### src/rtl/mod_exp_arbiter_pkg.sv
// Shared defaults, FSM encoding and helpers for the exponentiation-engine arbiter.
package mod_exp_arbiter_pkg;

    localparam int DEF_BITS    = 16;
    localparam int DEF_NUM_REQ = 4;
    localparam int DEF_CNT_W   = 32;

    typedef enum logic [1:0] {
        ST_IDLE   = 2'd0,
        ST_LAUNCH = 2'd1,
        ST_BUSY   = 2'd2,
        ST_RESP   = 2'd3
    } arb_state_e;

    function automatic int idx_w(input int n);
        return (n > 1) ? $clog2(n) : 1;
    endfunction

endpackage

### src/rtl/mod_exp_arbiter_rr_arbiter.sv
// Combinational round-robin picker: grants the first requester at or above ptr_i, wrapping.
module mod_exp_arbiter_rr_arbiter
    import mod_exp_arbiter_pkg::*;
#(
    parameter int N     = DEF_NUM_REQ,
    parameter int IDX_W = idx_w(N)
) (
    input  logic [N-1:0]     req_i,
    input  logic [IDX_W-1:0] ptr_i,
    output logic [N-1:0]     gnt_o,
    output logic [IDX_W-1:0] idx_o,
    output logic             any_o
);

    int               cand;
    logic [IDX_W-1:0] cand_idx;
    logic             found;

    always_comb begin
        gnt_o    = '0;
        idx_o    = '0;
        found    = 1'b0;
        cand     = 0;
        cand_idx = '0;
        for (int k = 0; k < N; k++) begin
            cand = int'(ptr_i) + k;
            if (cand >= N) begin
                cand = cand - N;
            end
            cand_idx = IDX_W'(cand);
            if (!found && req_i[cand_idx]) begin
                found = 1'b1;
                idx_o = cand_idx;
            end
        end
        if (found) begin
            gnt_o[idx_o] = 1'b1;
        end
        any_o = found;
    end

endmodule

### src/rtl/mod_exp_arbiter.sv
// Shares one Montgomery exponentiation engine between NUM_REQ requesters, round-robin.
//
// state  | meaning
// IDLE   | waiting for a request; grant and operand capture happen here
// LAUNCH | one-cycle engine start pulse, job counter cleared to 1
// BUSY   | counting cycles until a rising edge of eng_finish
// RESP   | result presented to the owner until it accepts
module mod_exp_arbiter
    import mod_exp_arbiter_pkg::*;
#(
    parameter int NUM_REQ = DEF_NUM_REQ,
    parameter int BITS    = DEF_BITS,
    parameter int CNT_W   = DEF_CNT_W,
    localparam int IDX_W  = idx_w(NUM_REQ)
) (
    input  logic                    clk,
    input  logic                    rst,
    input  logic [NUM_REQ-1:0]      req_valid,
    output logic [NUM_REQ-1:0]      req_ready,
    input  logic [NUM_REQ*BITS-1:0] req_base_mont,
    input  logic [NUM_REQ*BITS-1:0] req_exponent,
    input  logic [NUM_REQ*BITS-1:0] req_n,
    input  logic [NUM_REQ*BITS-1:0] req_n_prime,
    input  logic [NUM_REQ*BITS-1:0] req_one_mont,
    output logic [NUM_REQ-1:0]      rsp_valid,
    input  logic [NUM_REQ-1:0]      rsp_ready,
    output logic [BITS-1:0]         rsp_result,
    output logic                    eng_start,
    output logic [BITS-1:0]         eng_base_mont,
    output logic [BITS-1:0]         eng_exponent,
    output logic [BITS-1:0]         eng_n,
    output logic [BITS-1:0]         eng_n_prime,
    output logic [BITS-1:0]         eng_one_mont,
    input  logic                    eng_finish,
    input  logic [BITS-1:0]         eng_result,
    output logic                    busy,
    output logic [IDX_W-1:0]        owner,
    output logic [CNT_W-1:0]        last_cycles
);

    arb_state_e       state_q, state_d;
    logic [IDX_W-1:0] rr_ptr_q, rr_ptr_d;
    logic [IDX_W-1:0] owner_q, owner_d;
    logic             finish_q;
    logic [CNT_W-1:0] cnt_q, cnt_d;
    logic [CNT_W-1:0] last_cycles_q, last_cycles_d;
    logic [BITS-1:0]  rsp_result_q, rsp_result_d;
    logic [BITS-1:0]  base_q, base_d;
    logic [BITS-1:0]  exp_q, exp_d;
    logic [BITS-1:0]  n_q, n_d;
    logic [BITS-1:0]  np_q, np_d;
    logic [BITS-1:0]  one_q, one_d;

    logic [NUM_REQ-1:0] gnt;
    logic [IDX_W-1:0]   gnt_idx;
    logic               gnt_any;
    logic               finish_rise;

    logic [BITS-1:0] base_a [NUM_REQ];
    logic [BITS-1:0] exp_a  [NUM_REQ];
    logic [BITS-1:0] n_a    [NUM_REQ];
    logic [BITS-1:0] np_a   [NUM_REQ];
    logic [BITS-1:0] one_a  [NUM_REQ];

    for (genvar gi = 0; gi < NUM_REQ; gi++) begin : g_unpack
        assign base_a[gi] = req_base_mont[gi*BITS +: BITS];
        assign exp_a[gi]  = req_exponent[gi*BITS +: BITS];
        assign n_a[gi]    = req_n[gi*BITS +: BITS];
        assign np_a[gi]   = req_n_prime[gi*BITS +: BITS];
        assign one_a[gi]  = req_one_mont[gi*BITS +: BITS];
    end

    mod_exp_arbiter_rr_arbiter #(
        .N     (NUM_REQ),
        .IDX_W (IDX_W)
    ) u_rr (
        .req_i (req_valid),
        .ptr_i (rr_ptr_q),
        .gnt_o (gnt),
        .idx_o (gnt_idx),
        .any_o (gnt_any)
    );

    // A finish level left over from the previous job must not complete the next one.
    assign finish_rise = eng_finish & ~finish_q;

    always_comb begin
        state_d       = state_q;
        rr_ptr_d      = rr_ptr_q;
        owner_d       = owner_q;
        cnt_d         = cnt_q;
        last_cycles_d = last_cycles_q;
        rsp_result_d  = rsp_result_q;
        base_d        = base_q;
        exp_d         = exp_q;
        n_d           = n_q;
        np_d          = np_q;
        one_d         = one_q;
        unique case (state_q)
            ST_IDLE: begin
                if (gnt_any) begin
                    owner_d = gnt_idx;
                    base_d  = base_a[gnt_idx];
                    exp_d   = exp_a[gnt_idx];
                    n_d     = n_a[gnt_idx];
                    np_d    = np_a[gnt_idx];
                    one_d   = one_a[gnt_idx];
                    state_d = ST_LAUNCH;
                end
            end
            ST_LAUNCH: begin
                cnt_d   = CNT_W'(1);
                state_d = ST_BUSY;
            end
            ST_BUSY: begin
                if (cnt_q != '1) begin
                    cnt_d = cnt_q + CNT_W'(1);
                end
                if (finish_rise) begin
                    rsp_result_d  = eng_result;
                    last_cycles_d = cnt_q;
                    state_d       = ST_RESP;
                end
            end
            ST_RESP: begin
                if (rsp_ready[owner_q]) begin
                    rr_ptr_d = (owner_q == IDX_W'(NUM_REQ - 1)) ? '0 : owner_q + IDX_W'(1);
                    state_d  = ST_IDLE;
                end
            end
            default: state_d = ST_IDLE;
        endcase
    end

    always_ff @(posedge clk or negedge rst) begin
        if (!rst) begin
            state_q       <= ST_IDLE;
            rr_ptr_q      <= '0;
            owner_q       <= '0;
            finish_q      <= 1'b0;
            cnt_q         <= '0;
            last_cycles_q <= '0;
            rsp_result_q  <= '0;
            base_q        <= '0;
            exp_q         <= '0;
            n_q           <= '0;
            np_q          <= '0;
            one_q         <= '0;
        end else begin
            state_q       <= state_d;
            rr_ptr_q      <= rr_ptr_d;
            owner_q       <= owner_d;
            finish_q      <= eng_finish;
            cnt_q         <= cnt_d;
            last_cycles_q <= last_cycles_d;
            rsp_result_q  <= rsp_result_d;
            base_q        <= base_d;
            exp_q         <= exp_d;
            n_q           <= n_d;
            np_q          <= np_d;
            one_q         <= one_d;
        end
    end

    // Grant is combinational; gate with rst so every output reads 0 while reset is held.
    always_comb begin
        req_ready = '0;
        rsp_valid = '0;
        if (rst && state_q == ST_IDLE) begin
            req_ready = gnt;
        end
        if (state_q == ST_RESP) begin
            rsp_valid[owner_q] = 1'b1;
        end
    end

    assign eng_start     = (state_q == ST_LAUNCH);
    assign busy          = (state_q != ST_IDLE);
    assign owner         = owner_q;
    assign last_cycles   = last_cycles_q;
    assign rsp_result    = rsp_result_q;
    assign eng_base_mont = base_q;
    assign eng_exponent  = exp_q;
    assign eng_n         = n_q;
    assign eng_n_prime   = np_q;
    assign eng_one_mont  = one_q;

endmodule

### config.mk
export PLATFORM = sky130hd
export DESIGN_NAME = mod_exp_arbiter
export DESIGN_NICKNAME = d
export VERILOG_FILES = /design/src/rtl/mod_exp_arbiter_pkg.sv /design/src/rtl/mod_exp_arbiter_rr_arbiter.sv /design/src/rtl/mod_exp_arbiter.sv
export SDC_FILE = /design/constraint.sdc
export NUM_CORES = 1
export LEC_CHECK = 0
export CAP_MARGIN = 20
export CORE_AREA = 2 2 188 190
export CTS_CLUSTER_SIZE = 8
export DETAILED_ROUTE_END_ITERATION = 6
export DIE_AREA = 0 0 190 192
export GPL_TIMING_DRIVEN = 0
export HOLD_SLACK_MARGIN = 0.12
export PLACE_DENSITY = 0.67
export SLEW_MARGIN = 20
export SYNTH_ARGS = -nofsm -noshare
export SYNTH_HDL_FRONTEND = slang
export SYNTH_SLANG_ARGS = --single-unit
### constraint.sdc
create_clock -name clk -period 2.3 [get_ports clk]
set_input_delay 0.46 -clock clk [delete_from_list [all_inputs] [get_ports clk]]
set_output_delay 0.46 -clock clk [all_outputs]
set_load 0.03 [all_outputs]
==> results of run 1 <==
[state kept, by name, summed over array words and instances (netlist names)]
name / count
last_cycles: 32
eng_n: 16
eng_n_prime: 16
state_q: 2
owner: 2
eng_base_mont: 16
rsp_result: 16
cnt_q: 32
eng_one_mont: 16
finish_q: 1
eng_exponent: 16
rr_ptr_q: 2
[per-layer routing]
| metal | track usage | routed length, microns |
|---|---|---|
| met5 | 0 | 23 |
| met4 | 0.08229 | 1117 |
| met3 | 0.07126 | 3415 |
| met2 | 0.4118 | 23130 |
| met1 | 0.3103 | 18720 |
[synth_stat cells, types with 2 or more instances]
cell type / number
buf_1: 8
and4_1: 3
a21oi_1: 6
and3_1: 2
inv_1: 9
xor2_1: 2
mux2i_1: 88
nand2b_1: 5
nand2_1: 27
nor2b_1: 2
buf_6: 8
o311ai_1: 6
nor3_1: 10
ha_1: 10
nor2_1: 92
nor4_1: 8
a211oi_1: 102
nand4_1: 5
clkbuf_1: 51
mux2_2: 49
o21ai_1: 3
o41ai_1: 5
o211ai_1: 5
nor4b_1: 80
buf_4: 2
o21ai_0: 3
or3_1: 3
a211oi_2: 60
nand3_1: 17
buf_2: 11
a41oi_1: 2
a31oi_1: 7
and2_1: 6
o31ai_1: 8
dfrtp_1: 167
a21bo_1: 2
[layout by cell type (no fill, tap or decap), drive strengths merged, types with 2 or more instances in the layout]
cell,n
o311ai,6
dfrtp,167
nand2,27
clkinv,6
or2,2
nand4,6
o211ai,6
nor2b,2
nor4b,80
a21oi,6
o31ai,9
a41oi,2
xor2,2
mux2,49
nand3,17
and3,2
or4,2
o41ai,5
diode,4
mux2i,88
clkdlybuf4s50,472
buf,77
dlygate4sd2,8
and4,3
a211oi,162
nand2b,5
or3,3
and2,6
o21ai,7
nor2,92
a31oi,7
nor4,9
clkbuf,72
inv,13
ha,10
a21bo,2
nor3,11
[power by group]
part / leakage, uW / internal, uW / switching [uW]
Combinational: 0.00434 / 5440 / 6810
Clock: 0.000282 / 1560 / 1320
Sequential: 0.00204 / 3940 / 688
Total: 0.00667 / 10900 / 8820
[worst paths after layout]
check                                                 start  slack (ns)  cells past startpoint                          end
worst max register to register      rr_ptr_q[1]$_DFFE_PN0P_       -0.21                     12   eng_n_prime[1]$_DFFE_PN0P_
worst min register to register  last_cycles[21]$_DFFE_PN0P_        0.50                      1  last_cycles[21]$_DFFE_PN0P_
worst min-delay path                                    rst      -0.004                      1  last_cycles[25]$_DFFE_PN0P_
max in group asynchronous                               rst        1.37                      2   eng_n_prime[7]$_DFFE_PN0P_
min in group clk                last_cycles[21]$_DFFE_PN0P_        0.50                      1  last_cycles[21]$_DFFE_PN0P_
worst max-delay path                rr_ptr_q[1]$_DFFE_PN0P_       -0.25                      6                 req_ready[1]
[layout make-up]
| class | instances | area [sq um] | area share |
|---|---|---|---|
| Buffer | 76 | 591.8 | 0.03395 |
| Multi-Input combinational cell | 640 | 5908 | 0.3389 |
| Sequential cell | 167 | 4184 | 0.2400 |
| Timing Repair Buffer | 534 | 5560 | 0.3190 |
| Antenna cell | 4 | 10.01 | 0.0005742 |
| Tap cell | 455 | 569.3 | 0.03266 |
| Inverter | 9 | 33.78 | 0.001938 |
| Clock inverter | 12 | 117.6 | 0.006747 |
| Clock buffer | 20 | 456.7 | 0.02620 |
[logic make-up after synthesis]
logic type	count (synthesis)
AO/OA/AOI/OAI	219
adder cells (fa/ha/maj)	10
AND/OR/NAND/NOR	270
buffers and inverters	89
flip-flops	167
XOR/XNOR	3
multiplexers	138
[metrics by stage]
step           setup slack (ns)  cells  TNS (ns)  area [sq um]
6_report                -0.2517   1917    -7.292         17430
5_1_grt                 -0.3589   1916    -15.53         17430
4_1_cts                 -0.4714   1913    -17.15         17240
3_5_place_dp             -1.880   1839   -117.36         15270
3_3_place_gp             -7.863   1837  -1237.55         15220
2_1_floorplan          -0.08605    896   -0.1832          9791
[timing repair]
action                                  CTS  global route
endpoints found under the setup margin  105           113
resized for setup                       236            61
gates cloned                              9             0
pin swaps                                90             9
buffers inserted                         33             4
endpoints found under the hold margin    74            74
==> impl_metrics.json, run 1 <==
{
  "cts_tree": "built",
  "port_buffers": 486,
  "yosys-top-cells-area": "dfrtp_1, mux2i_1, a211oi_1",
  "yosysTopAreaCell": "dfrtp_1",
  "final_core_util": 0.5084,
  "async_reset_ff_frac": 1.000,
  "end_kind": "output pin",
  "path_class": "register to output pin",
  "die_h_microns": 192,
  "vias": 10120,
  "grt_pass1_wl_mm": 66.42,
  "worst_pin_slew_ns": 0.7754,
  "root_buffer": "clkbuf_16",
  "synth_top_family_by_area": "compound AO/OA/AOI/OAI gates",
  "first_iter_violations": 710,
  "yosys.area_share.adder": 0.01285,
  "synth_edf_count": 0,
  "startpoint_type": "register",
  "syn_area_per_cell_sq_um": 10.87,
  "coreArea_sq_um": 34290,
  "drive_gt1_frac": 0.2435,
  "wl_per_cell_microns": 24.21,
  "synthMuxAreaShare": 0.1494,
  "fin_skew_ns": 0.01793,
  "total_power_uw": 19760,
  "leakagePower_uw": 0.006665,
  "yosysUniqueCellTypes": 58,
  "clkSinkCount": 167,
  "fillerInstances": 3039,
  "finalCriticalPeriod_ns": 2.552,
  "drt-total-wl_mm": 46.41,
  "netlist_area_sq_um": 9741,
  "setup_violations": 71,
  "worstPathArrival_ns": 2.09,
  "place_congestion": 0.9383,
  "remaining_drc_errors": 0,
  "ys_ff_latch": 167,
  "synth_xor_area_frac": 0.002697,
  "path_buf_inv": 2,
  "htreeDepth": 4,
  "viasPerCell": 5.278,
  "cts_buffer_depth": 2,
  "setup_ws_ns": -0.2517,
  "start_util": 0.2841,
  "grtUsageTotal": 0.2483,
  "worstPathRequired_ns": 1.84,
  "synthesis.nets": 1253,
  "hp-class": "input port to asynchronous set/reset pin",
  "p_per_area_nw_per_um2": 1134,
  "finalNetCount": 1802,
  "ios": 487,
  "cpMaxStageDelayCell": "dfrtp_2",
  "numCtsBuffers": 17,
  "fin_crit_sh": 1.109,
  "synth_compound_area_frac": 0.1999,
  "clkTransAtPathRegs_ns": 0.07,
  "die_x_microns": 190,
  "cp_max_fo": 5,
  "hpwl_mm": 34.83,
  "violations": "hold timing, setup timing",
  "max_freq_mhz": 391.9,
  "ys.flop_type": "dfrtp_1",
  "antenna_found_initial": 5,
  "cpPeakStageDelay_ns": 0.44,
  "yosys.area_share.simple": 0.1635,
  "cp_cell_sequence": "mux2i_1, and2_4, or3_4, buf_12, nor3_4, buf_6",
  "maxSlewViolCount": 0,
  "netlist_instances": 896,
  "cap_viol_max_count": 0,
  "insertion_delay_ns": 0.45,
  "dieArea_sq_um": 36480,
  "relSlewSlack": 0.4831,
  "vdd_drop_max_mv": 0.5733,
  "drt_first_pass_iters": 5,
  "grt_pass1_vias": 10350,
  "final_hold_viol_count": 14,
  "grt_max_degree": 94,
  "whs_ns": -0.003822,
  "crit_family": "simple AND/OR/NAND/NOR gates",
  "area_growth_syn_to_layout_pct": 78.96,
  "grt-ovfl-total": 0,
  "yosysWarningCount": 0,
  "seq_area_frac_synth": 0.4290,
  "outcome": "complete, but fails checks",
  "grt_setup_unrepaired": "yes",
  "synth_top_area_frac": 0.4290,
  "rows": 68,
  "ant_nets": 0
}
Power figures use the tool's default switching activity.
==> run 2: changes to the inputs <==
--- a/config.mk
+++ b/config.mk
@@ -7,13 +7,14 @@
 export LEC_CHECK = 0
 export CAP_MARGIN = 20
-export CORE_AREA = 2 2 188 190
+export CORE_AREA = 2 2 190 192
 export CTS_CLUSTER_SIZE = 8
 export DETAILED_ROUTE_END_ITERATION = 6
-export DIE_AREA = 0 0 190 192
+export DIE_AREA = 0 0 192 194
 export GPL_TIMING_DRIVEN = 0
 export HOLD_SLACK_MARGIN = 0.12
-export PLACE_DENSITY = 0.67
+export PLACE_DENSITY = 0.64
 export SLEW_MARGIN = 20
 export SYNTH_ARGS = -nofsm -noshare
 export SYNTH_HDL_FRONTEND = slang
+export SYNTH_HIERARCHICAL = 1
 export SYNTH_SLANG_ARGS = --single-unit
==> constraint.sdc (replaced) <==
create_clock -name clk -period 2.3 [get_ports clk]
set_input_delay 0.46 -clock clk [delete_from_list [all_inputs] [get_ports clk]]
set_output_delay 0.46 -clock clk [all_outputs]
set_load 0.05 [all_outputs]
==> run 2 against run 1 <==
Effect of this change:
- the flow still finishes with violations (hold timing, setup timing)
- first-iteration DRC count is 30% lower
- cell area is 8.8% lower
- largest cell class unchanged
- synthesized cell count is 26% lower
- highest routed layer unchanged
- die area is 2.1% higher
- clock skew is 0.0060 ns lower
- critical path depth is 3 higher
- combinational power is 3% lower
- utilization is 5.7 points lower
- count of clock-buffer cells in the layout is 2 lower
- total power is 0.91% lower
- maximum frequency is 2.2% higher
==> impl_metrics.json, run 2 <==
{
  "outcome": "complete, but fails checks",
  "violations": "hold timing, setup timing",
  "cts_buffer_depth": 2,
  "placed_cells": 1605,
  "p_seq_frac": 0.233,
  "worstPathRequired_ns": 2.62,
  "ys_ff_latch": 167,
  "relSlewSlack": 0.4759,
  "yosysWarningCount": 6,
  "yosysTopAreaCell": "dfrtp_1",
  "port_buffers": 483,
  "cap_viol_max_count": 0,
  "p_sw_frac": 0.4474,
  "ys.flop_type": "dfrtp_1",
  "stdcell_count": 1661,
  "synthesis.nets": 1017,
  "yosys-top-cells-area": "dfrtp_1, mux4_2, mux2_2",
  "p_comb_frac": 0.608,
  "clkTransAtPathRegs_ns": 0.07,
  "ios": 487,
  "cp_max_fo": 7,
  "worst_pin_slew_ns": 0.7790,
  "place_ws_ns": -1.341,
  "grt_max_degree": 89,
  "grt_setup_unrepaired": "yes",
  "maxSlewViolCount": 0,
  "first_iter_violations": 494,
  "grtUsageTotal": 0.2032,
  "hpwl_mm": 29.92,
  "synth_edf_count": 0,
  "reg2reg_slack_ns": -0.20,
  "power_frac_clock": 0.159,
  "vias": 8234,
  "p_sw_uw": 8761,
  "rows": 69,
  "hp-class": "input port to asynchronous set/reset pin",
  "whs_ns": -0.0004583,
  "setup_violations": 85,
  "final_common_cell": "clkdlybuf4s50_1",
  "grt-ovfl-total": 0,
  "die_x_microns": 192,
  "path_class": "register to register",
  "synth_top_area_frac": 0.4527,
  "async_reset_ff_frac": 1.000,
  "netlist_instances": 660,
  "yosysUniqueCellTypes": 61,
  "final_hold_viol_count": 1,
  "final_cell_mix": "clkdlybuf4s50_1, dfrtp_1, mux2_2",
  "fin_skew_ns": 0.01190,
  "htreeDepth": 4,
  "leakagePower_uw": 0.006386,
  "yosysMostFrequentCell": "dfrtp_1",
  "finalCriticalPeriod_ns": 2.497,
  "ys_top_cells_by_count": "dfrtp_1, mux2_2, mux4_2, nand2_1, clkbuf_1",
  "netlist_area_sq_um": 9231,
  "dieArea_sq_um": 37250,
  "max_freq_mhz": 400.5,
  "p_per_area_nw_per_um2": 1232,
  "die_h_microns": 194,
  "grt_pass1_wl_mm": 55.68,
  "finalNetCount": 1537,
  "setup_ws_ns": -0.1966,
  "drive_gt1_frac": 0.3009,
  "insertion_delay_ns": 0.44,
  "coreArea_sq_um": 35220,
  "drt-total-wl_mm": 38.13,
  "drt_first_pass_iters": 5,
  "area_growth_syn_to_layout_pct": 72.16,
  "clkSinkCount": 167,
  "antenna_found_initial": 11,
  "fin_crit_sh": 1.085,
  "viasPerCell": 4.957,
  "grt_pass1_vias": 8799,
  "intPower_uw": 10820,
  "end_kind": "register",
  "seq_area_frac_synth": 0.4527,
  "vdd_drop_max_mv": 0.7587,
  "ant_nets": 0,
  "wl_per_cell_microns": 22.95,
  "numCtsBuffers": 17,
  "worstPathArrival_ns": 2.82,
  "startpoint_type": "register",
  "remaining_drc_errors": 0,
  "place_congestion": 1.008,
  "start_util": 0.2621,
  "cts_tree": "built",
  "root_buffer": "clkbuf_16",
  "syn_area_per_cell_sq_um": 13.99
}
==> run 2: worst paths after layout <==
| path | start | end | depth (start not counted) |
|---|---|---|---|
| setup / recovery | rr_ptr_q[1]$_DFFE_PN0P_ | eng_n[15]$_DFFE_PN0P_ | 9 |
| hold / removal | rst | last_cycles[27]$_DFFE_PN0P_ | 1 |
| setup reg to reg | rr_ptr_q[1]$_DFFE_PN0P_ | eng_n[15]$_DFFE_PN0P_ | 9 |
| hold reg to reg | last_cycles[31]$_DFFE_PN0P_ | last_cycles[31]$_DFFE_PN0P_ | 2 |
| max in group asynchronous | rst | eng_n[1]$_DFFE_PN0P_ | 2 |
| min in group clk | last_cycles[31]$_DFFE_PN0P_ | last_cycles[31]$_DFFE_PN0P_ | 2 |
==> run 2: power groups by stage <==
stage,combinational [uW],sequential [uW],clock (uW)
after floorplan,4020,7780,0
after global placement,11300,4540,0
after detailed placement,11300,4580,0
after CTS,11800,4550,3190
after global routing,12500,4720,3310
final,11900,4570,3110
==> run 2: repair_timing <==
action | CTS | global route
gates resized for setup | 100 | 57
hold endpoints to repair | 83 | 66
setup endpoints to repair | 157 | 153
pin swaps | 2 | 5
setup buffers | 7 | 10
cloned | 3 | 2
==> run 2: cell type report <==
type | count | area (sq um)
Tap cell | 461 | 576.8
Buffer | 44 | 349.1
Multi-Input combinational cell | 431 | 4900
Clock inverter | 14 | 181.4
Inverter | 13 | 51.30
Clock buffer | 18 | 439.2
Antenna cell | 7 | 17.52
Fill cell | 3292 | 19330
Timing Repair Buffer | 506 | 5184
Sequential cell | 167 | 4194
==> run 2: stage by stage <==
stage                 util  hold WS (ns)  TNS [ns]  total power, uW  cell area, sq um
floorplan                -        0.1644   -0.3783            11790              9265
global placement    0.4167        0.4619  -1241.89            15850             14680
detailed placement  0.4176        0.4760   -109.53            15920             14710
CTS                 0.4428       0.04901    -13.01            19500             15600
global route        0.4512       0.06778    -22.45            20500             15890
finish              0.4512    -0.0004583    -11.03            19580             15890
==> run 2: cells by family (layout without fill, tap and decap cells) <==
family | count (synthesis) | after routing | synth area share
other | 0 | 7 | 0
DFF | 167 | 167 | 0.4527
and+or+nand+nor | 130 | 130 | 0.07902
AOI/OAI and AO/OA | 69 | 69 | 0.05842
muxes | 222 | 222 | 0.3680
buffers and inverters | 62 | 595 | 0.02833
adders and majority gates | 10 | 10 | 0.01355
==> run 2: per-layer routing <==
layer,part of all wire,track usage,vias to the layer above
li1,-,-,3637
met1,0.37,0.2246,4210
met2,0.52,0.3539,333
met3,0.086,0.08670,46
met4,0.017,0.05428,8
met5,0.0014,0.01459,-
==> run 2: critical path: stages (launching register included) <==
cell,delay (ns)
dfrtp_2,0.44
buf_6,0.14
mux2i_1,0.13
nor2_1,0.07
a311oi_2,0.27
buf_4,0.19
clkbuf_16,0.18
buf_12,0.15
mux4_2,0.54
mux2_2,0.28
